### src/rtl/divider_integer_restoring_pkg.sv
// Shared types for the restoring divider: FSM state encoding and counter sizing.
package divider_pkg;

  typedef enum logic [1:0] {
    IDLE = 2'd0,
    CALC = 2'd1,
    DONE = 2'd2
  } state_t;

  // Counter must hold WORD_WIDTH itself, hence +1.
  function automatic int cnt_width(input int w);
    return $clog2(w + 1);
  endfunction

endpackage

### src/rtl/divider_integer_restoring_step.sv
// One restoring-division iteration: shift in the next dividend bit, trial-subtract,
// keep the difference on no-borrow (quotient bit 1) or restore on borrow (bit 0).
module divider_restoring_step #(
  parameter int WIDTH = 8
) (
  input  logic [WIDTH-1:0] i_rem,
  input  logic             i_bit,
  input  logic [WIDTH-1:0] i_divisor,
  output logic [WIDTH-1:0] o_rem,
  output logic             o_qbit
);

  logic [WIDTH:0]   w_shift;
  logic             w_no_borrow;
  logic [WIDTH-1:0] w_diff;

  assign w_shift     = {i_rem, i_bit};
  assign w_no_borrow = (w_shift >= {1'b0, i_divisor});
  // When the trial succeeds the difference is below the divisor, so the low bits suffice.
  assign w_diff      = w_shift[WIDTH-1:0] - i_divisor;

  assign o_qbit = w_no_borrow;
  assign o_rem  = w_no_borrow ? w_diff : w_shift[WIDTH-1:0];

endmodule

### src/rtl/divider_integer_restoring.sv
// Multi-cycle restoring divider, one quotient bit per clock behind valid/ready handshakes.
// Unsigned by default; define DIVIDER_SIGNED_EN for two's-complement operands.
import divider_pkg::*;

module divider_integer_restoring #(
  parameter int WORD_WIDTH = 8
) (
  input  logic                  clock,
  input  logic                  reset_n,
  input  logic                  in_valid,
  output logic                  in_ready,
  input  logic [WORD_WIDTH-1:0] dividend,
  input  logic [WORD_WIDTH-1:0] divisor,
  output logic                  out_valid,
  input  logic                  out_ready,
  output logic [WORD_WIDTH-1:0] quotient,
  output logic [WORD_WIDTH-1:0] remainder,
  output logic                  divide_by_zero
);

  localparam int W  = WORD_WIDTH;
  localparam int CW = cnt_width(WORD_WIDTH);

  state_t        r_state;
  logic [CW-1:0] r_cnt;
  logic [W-1:0]  r_rem;
  logic [W-1:0]  r_quo;
  logic [W-1:0]  r_divisor;
  logic          r_zero;
  logic [W-1:0]  r_quotient;
  logic [W-1:0]  r_remainder;
  logic          r_dbz;

  logic [W-1:0]  w_dividend_mag;
  logic [W-1:0]  w_divisor_mag;
  logic [W-1:0]  w_rem_next;
  logic          w_qbit;
  logic [W-1:0]  w_quo_next;
  logic [W-1:0]  w_quo_final;
  logic [W-1:0]  w_rem_final;

`ifdef DIVIDER_SIGNED_EN
  logic          r_neg_q;
  logic          r_neg_r;
  logic [W-1:0]  r_dividend;

  // Most-negative stays as its own bit pattern, which reads correctly as unsigned magnitude.
  assign w_dividend_mag = dividend[W-1] ? (-dividend) : dividend;
  assign w_divisor_mag  = divisor[W-1]  ? (-divisor)  : divisor;
`else
  assign w_dividend_mag = dividend;
  assign w_divisor_mag  = divisor;
`endif

  divider_restoring_step #(.WIDTH(W)) u_step (
    .i_rem     (r_rem),
    .i_bit     (r_quo[W-1]),
    .i_divisor (r_divisor),
    .o_rem     (w_rem_next),
    .o_qbit    (w_qbit)
  );

  // Dividend bits shift out of the top while quotient bits shift in at the bottom.
  assign w_quo_next = {r_quo[W-2:0], w_qbit};

  always_comb begin
    w_quo_final = w_quo_next;
    w_rem_final = w_rem_next;
`ifdef DIVIDER_SIGNED_EN
    if (r_zero) begin
      w_quo_final = '1;
      w_rem_final = r_dividend;
    end else begin
      if (r_neg_q) w_quo_final = -w_quo_next;
      if (r_neg_r) w_rem_final = -w_rem_next;
    end
`endif
  end

  always_ff @(posedge clock or negedge reset_n) begin
    if (!reset_n) begin
      r_state     <= IDLE;
      r_cnt       <= '0;
      r_rem       <= '0;
      r_quo       <= '0;
      r_divisor   <= '0;
      r_zero      <= 1'b0;
      r_quotient  <= '0;
      r_remainder <= '0;
      r_dbz       <= 1'b0;
`ifdef DIVIDER_SIGNED_EN
      r_neg_q     <= 1'b0;
      r_neg_r     <= 1'b0;
      r_dividend  <= '0;
`endif
    end else begin
      case (r_state)
        IDLE: begin
          if (in_valid) begin
            r_rem     <= '0;
            r_quo     <= w_dividend_mag;
            r_divisor <= w_divisor_mag;
            r_zero    <= (divisor == '0);
            r_cnt     <= CW'(W);
`ifdef DIVIDER_SIGNED_EN
            r_neg_q    <= dividend[W-1] ^ divisor[W-1];
            r_neg_r    <= dividend[W-1];
            r_dividend <= dividend;
`endif
            r_state   <= CALC;
          end
        end
        CALC: begin
          r_rem <= w_rem_next;
          r_quo <= w_quo_next;
          r_cnt <= r_cnt - 1'b1;
          if (r_cnt == CW'(1)) begin
            r_quotient  <= w_quo_final;
            r_remainder <= w_rem_final;
            r_dbz       <= r_zero;
            r_state     <= DONE;
          end
        end
        DONE: begin
          if (out_ready) r_state <= IDLE;
        end
        default: r_state <= IDLE;
      endcase
    end
  end

  assign in_ready       = (r_state == IDLE);
  assign out_valid      = (r_state == DONE);
  assign quotient       = r_quotient;
  assign remainder      = r_remainder;
  assign divide_by_zero = r_dbz;

endmodule

### config.mk
export PLATFORM = sky130hd
export DESIGN_NAME = divider_integer_restoring
export DESIGN_NICKNAME = d
export VERILOG_FILES = /design/src/rtl/divider_integer_restoring_pkg.sv /design/src/rtl/divider_integer_restoring_step.sv /design/src/rtl/divider_integer_restoring.sv
export SDC_FILE = /design/constraint.sdc
export NUM_CORES = 1
export LEC_CHECK = 0
export ABC_AREA = 1
export BUFFER_PORTS_ARGS = -buffer_cell sky130_fd_sc_hd__buf_4
export CORE_UTILIZATION = 30
export DETAILED_ROUTE_END_ITERATION = 6
export PLACE_DENSITY_LB_ADDON = 0.2
export SKIP_LAST_GASP = 1
export SLEW_MARGIN = 30
export SYNTH_ARGS = -nofsm -noshare
export SYNTH_HDL_FRONTEND = slang
export SYNTH_SLANG_ARGS = --single-unit
### constraint.sdc
create_clock -name clock -period 2.9 [get_ports clock]
set_clock_uncertainty 0.15 [all_clocks]
set_input_delay 0.58 -clock clock [delete_from_list [all_inputs] [get_ports clock]]
set_output_delay 0.58 -clock clock [all_outputs]
set_load 0.005 [all_outputs]
Yosys cells after proc, flatten, opt, wreduce, memory -nomap -nowiden
Index checks and enable logic that the tools add are counted.

operators by class
  $add $sub $neg = 2
  order comparisons = 1
  equal/unequal tests = 6
  multiplexer cells = 11
  reduce and logical (&&, ||, !) cells = 7

operators by type and width
  operator               number
  $pmux W8 S2            2
  $mux W8                3
  $ge A9 B8 Y1           1
  $logic_not A8 Y1       1
  $pmux W4 S2            1
  $sub A8 B8 Y8          1
  $mux W2                3
  $pmux W2 S3            1
  $reduce_and A2 Y1      3
  $eq A4 B1 Y1 const B   1
  $mux W4                1
  $ne A2 B2 Y1 const B   2
  $sub A4 B1 Y4 const B  1
  $reduce_and A3 Y1      1
  $eq A2 B1 Y1 const B   1
  $eq A2 B2 Y1 const B   1
  $logic_not A2 Y1       1
  $ne A2 B1 Y1 const B   1
  $reduce_bool A2 Y1     1

word-level totals
  flip-flop bits (word level) = 48
  bits of input ports = 20
  output and inout bits = 19
  word-level logic and storage cells = 36

Longest topological paths before layout
  word-level depth = 3
  mapped depth = 13
  mapped depth without buffers = 13

Cells and area by module
From an unflattened synthesis, not the netlist that was laid out.

unflattened totals
  cell total of the unflattened synthesis = 330
  area, all modules = 2717.6 um^2

modules (own cells, without submodules)
  module                     times used  cells an instance  area an instance (um^2)  sequential area each (um^2)
  divider_integer_restoring  1           221                2063.2                   1201.2
  divider_restoring_step     1           109                654.4                    0.0

Worst setup path before layout
Ideal clock, no wire load.

  kind = register to register
  start point = reg r_quo[7]
  end point = reg r_remainder[4], in the netlist remainder[4]
  data arrival time = 1500 ps
  setup slack = 1133 ps
  stages on the path, launching flop included = 12
  path buffers = 0
  clock period less this slack = 1767 ps
  path through = dfrtp_1 inv_1 ha_1 inv_1 fa_1 nand3_1 nand3_1 xor2_1 nand2_2 nand2_1 nand2_1 nand2_1

between the ends
  word-level cells in the longest chain between the ends = 2
  elaborated cells on any way between the ends = 3

RTL lines
  item                                           line                                                                        text
  start: declaration                             divider_integer_restoring.sv:27                                             logic [W-1:0] r_quo;
  start signal: assignment                       divider_integer_restoring.sv:101                                            r_quo <= w_dividend_mag;
  start signal: assignment                       divider_integer_restoring.sv:115                                            r_quo <= w_quo_next;
  $sub A8 B8 Y8 or $ge A9 B8 Y1 (tied branches)  divider_integer_restoring_step.sv:20, divider_integer_restoring_step.sv:18
  $mux W8 (*)                                    divider_integer_restoring_step.sv:23                                        assign o_rem = w_no_borrow ? w_diff : w_shift[WIDTH-1:0];
  end signal: assignment                         divider_integer_restoring.sv:119                                            r_remainder <= w_rem_final;
  end: declaration                               divider_integer_restoring.sv:31                                             logic [W-1:0] r_remainder;

Every way passes the cells marked *; elsewhere a longest branch is shown, timed or not.
A chain may end at the register's enable or synchronous reset.

Worst setup path in the final report
  start point = reg r_quo[7]
  end point = reg r_rem[4]

between the ends
  word-level cells in the longest chain between the ends = 3
  elaborated cells on any way between the ends = 4

RTL lines
  item                                           line                                                                        text
  $sub A8 B8 Y8 or $ge A9 B8 Y1 (tied branches)  divider_integer_restoring_step.sv:20, divider_integer_restoring_step.sv:18
  $mux W8 (*)                                    divider_integer_restoring_step.sv:23
  $pmux W8 S2 (*)                                divider_integer_restoring.sv:97                                             case (r_state)
  end signal: assignment                         divider_integer_restoring.sv:114                                            r_rem <= w_rem_next;
  end: declaration                               divider_integer_restoring.sv:26                                             logic [W-1:0] r_rem;

Marked as above.

==> reports/metrics.cfg <==
[power]
p_per_area_mw_per_mm2=1292
power_leakage_nw=1.649
vdd_drop_max_uv=486.6

[global_route]
globalRouteTotalUtil_pct=13.94
grt_start_max_net_pins=49
number_of_global_route_vias_before_repair=2055
grtUsageMet2_pct=23.30
groute.layer.met3.usage_pct=2.427
busiest_layer=met2
antenna_found_initial=0
grt_overflow_total=0
grt_pass1_wl_mm=9.632
met1_usage_pct=18.75

[logic_synthesis]
synth-main-ff-cell=sky130_fd_sc_hd__dfrtp_1
synth_seq_area_share_pct=47.22
synth.ff_latch_count=48
netlist_area_sq_mm=0.002544
yosys-top-cells-count=sky130_fd_sc_hd__nand2_1, sky130_fd_sc_hd__dfrtp_1, sky130_fd_sc_hd__inv_1
ys_async_sr_fraction_pct=100.0
main_combinational_cell_family_by_area_after_synthesis=simple AND/OR/NAND/NOR gates
yosys-mux-area-fraction_pct=0
simple_gate_fraction_of_synth_area_pct=28.63
yosysTopAreaCell=sky130_fd_sc_hd__dfrtp_1
yosysWarnings=0
most_frequent_cell_after_synthesis=sky130_fd_sc_hd__nand2_1
synth_compound_gate_area_share_pct=8.952
post_synth_num_cell_types=32
synthTopCellsByArea=sky130_fd_sc_hd__dfrtp_1, sky130_fd_sc_hd__nand2_1, sky130_fd_sc_hd__inv_1, sky130_fd_sc_hd__ha_1, sky130_fd_sc_hd__o21ai_0
syn-num-nets=343
synth-adder-area-share_pct=5.706
share_of_the_synthesized_area_in_the_top_cell_type_pct=47.22
syn_avg_cell_area_sq_um=8.153
synth_edf_count=0
synthesis.instances=312
yosys.area_share.xor_xnor_pct=1.033

[drt]
routed-via-count=2063
drt_first_iter_violations=86
vias_per_cell=4.524
totalWireLength_mm=5.590
routed_antenna_nets=0
dr_wl_cell_microns=12.26
drcViolationCount=0
firstDrtPassIters=4

[sta]
tns_ps=0
finalCriticalPeriod_ps=1966
setup_ws_ps=934.5
timing.slew.headroom_pct=50.15
worst_pin_slew_ps=747.0
finalCritPeriodShare_pct=67.78
finalMaxSlewViolations=0
hold_violations=0
rsz0062_at_grt=no
clock.fmax_mhz=508.8
setup_viol=0

[setup_path]
worst_setup_ep_type=flop
cells_traversed_along_the_worst_timing_path=inv_1 -> ha_1 -> inv_1 -> fa_1 -> nand3_1 -> nand3_1 -> xor2_1 -> nand2_2 -> nand2_1 -> nand2_1 -> nand2_1
timing.critical_path.max_delay_family=adder cells
critical_path.n_buffers_inverters=2
rrSetupSlack_ps=930
worst_setup_sp_type=flop
cp-startpoint=r_quo[7]
critical_path_class=reg -> reg
worst_r2r_endpoint=r_rem[4]
worst_path_most_repeated_cell=sky130_fd_sc_hd__nand2_1
critPathArrivalTime_ps=2060
cpPeakStageDelay_ps=440
crit_end=r_rem[4]
worst-path-stages=11
reg2reg_depth=11
required_ps=2990
crit_path_top_delay_cell=sky130_fd_sc_hd__fa_1
worstReg2RegStart=r_quo[7]
path_max_fanout=3

[clock_network]
worst_setup_hold_path_clk_slew_ps=90
cts_hold_repair.buffers=0
tritoncts_clock_tree=built
clock_insertion_delay_worst_skew_ps=300
total_cts_buffers=5
cts.htree.levels=2
clockBufferDepth=2
cts_root_buffer=sky130_fd_sc_hd__clkbuf_8
postCtsSetupBuffers=0
cts_sinks=48
cts_resized=0

[run_status]
outcome=finished clean

[die]
initial_core_util_pct=30.96
die_w_microns=94.08
count_of_pins_on_the_block_boundary=39
core_area_sq_mm=0.008217
chipHeight_microns=94.08
design.die.area_sq_mm=0.008851
fp-row-count=33

[flow_run]
drv_cap=0

[cells_and_area]
diode_insertion_count_for_antenna_repair=0
finish.instance_area_sq_mm=0.003037
net_count_final=381
areaGrowthSynthToFinish_pct=19.38
final_layout_size_suffix_gt1_share_pct=17.95

[place]
dpl.hpwl_mm=4.134
count_of_buffers_inserted_at_the_top_level_ports=38
place.gp.congestion=0.8169
postPlaceCellArea_sq_mm=0.002929
post_placement_setup_slack_ps=931.4

[min_path]
hp-class=in -> async

-- power by group --
group,total (mW),leakage [nW],internal [mW],switching (mW)
Sequential,1.18,0.600,0.980,0.205
Clock,0.479,0.0552,0.256,0.222
Combinational,2.26,0.994,0.891,1.37
-- worst min-delay path by stage --
stage,cells past startpoint,startpoint,slack [ps],end
6_report,1,reset_n,150,remainder[3]
5_1_grt,1,reset_n,190,remainder[3]
4_1_cts,1,reset_n,170,quotient[1]
3_5_place_dp,1,r_cnt[3],320,r_cnt[3]
3_3_place_gp,1,r_cnt[3],310,r_cnt[3]
2_1_floorplan,0,reset_n,130,divide_by_zero
-- metrics by stage --
stage | std cells | hold WS [ps] | utilization (%) | power (mW)
floorplan | 312 | 134.4 | - | 2.880
global placement | 448 | 311.8 | 35.65 | 3.458
detailed placement | 448 | 316.8 | 35.65 | 3.483
CTS | 456 | 167.3 | 36.96 | 3.983
global route | 456 | 189.3 | 36.96 | 4.374
finish | 456 | 147.4 | 36.96 | 3.923
-- logic make-up (layout without fill, tap and decap cells) --
logic type	after synthesis	in the layout
AND/OR/NAND/NOR	157	157
buffers and inverters	53	92
flip-flops	48	48
AO/OA/AOI/OAI	40	40
adder cells (fa/ha/maj)	11	11
XOR/XNOR	3	3
-- worst reg2reg max path: stages (launching register included) --
cell	delay, ps
sky130_fd_sc_hd__dfrtp_1	360
sky130_fd_sc_hd__inv_1	100
sky130_fd_sc_hd__ha_1	160
sky130_fd_sc_hd__inv_1	70
sky130_fd_sc_hd__fa_1	440
sky130_fd_sc_hd__nand3_1	100
sky130_fd_sc_hd__nand3_1	80
sky130_fd_sc_hd__xor2_1	200
sky130_fd_sc_hd__nand2_2	80
sky130_fd_sc_hd__nand2_1	70
sky130_fd_sc_hd__nand2_1	50
sky130_fd_sc_hd__nand2_1	50
-- cell usage in the layout, fill, tap and decap left out, types with 2 or more instances in the layout --
cell                       count
sky130_fd_sc_hd__o21ai_0      25
sky130_fd_sc_hd__ha_1         10
sky130_fd_sc_hd__nand3b_1      2
sky130_fd_sc_hd__nor2_1        9
sky130_fd_sc_hd__buf_4        41
sky130_fd_sc_hd__xor2_1        2
sky130_fd_sc_hd__a21oi_1       3
sky130_fd_sc_hd__a22oi_1       7
sky130_fd_sc_hd__nand2_2       7
sky130_fd_sc_hd__nand4_1       3
sky130_fd_sc_hd__nand3_1      20
sky130_fd_sc_hd__nand2_1     107
sky130_fd_sc_hd__clkbuf_8      5
sky130_fd_sc_hd__dfrtp_1      48
sky130_fd_sc_hd__inv_1        43
-- flip-flops by register name (all words and copies together), names as in the netlist --
register	count
remainder	8
divide_by_zero	1
r_rem	8
r_quo	8
r_zero	1
r_state	2
r_cnt	4
quotient	8
r_divisor	8
-- final cells by class --
type	instances	area (sq um)
clock inverters	2	35.03
clock buffers	6	72.57
repair buffers	41	307.8
multi-input cells	211	1127
flip-flops and latches	48	1201
well taps	105	131.4
fillers	861	5180
inverters	43	161.4
-- routing by layer --
metal	part of all wire, %	wire [microns]
met4	0.75	42
met1	50	2785
met3	2.7	149
met5	0	0
met2	47	2613
No activity file was read; power rests on OpenSTA's default activity.
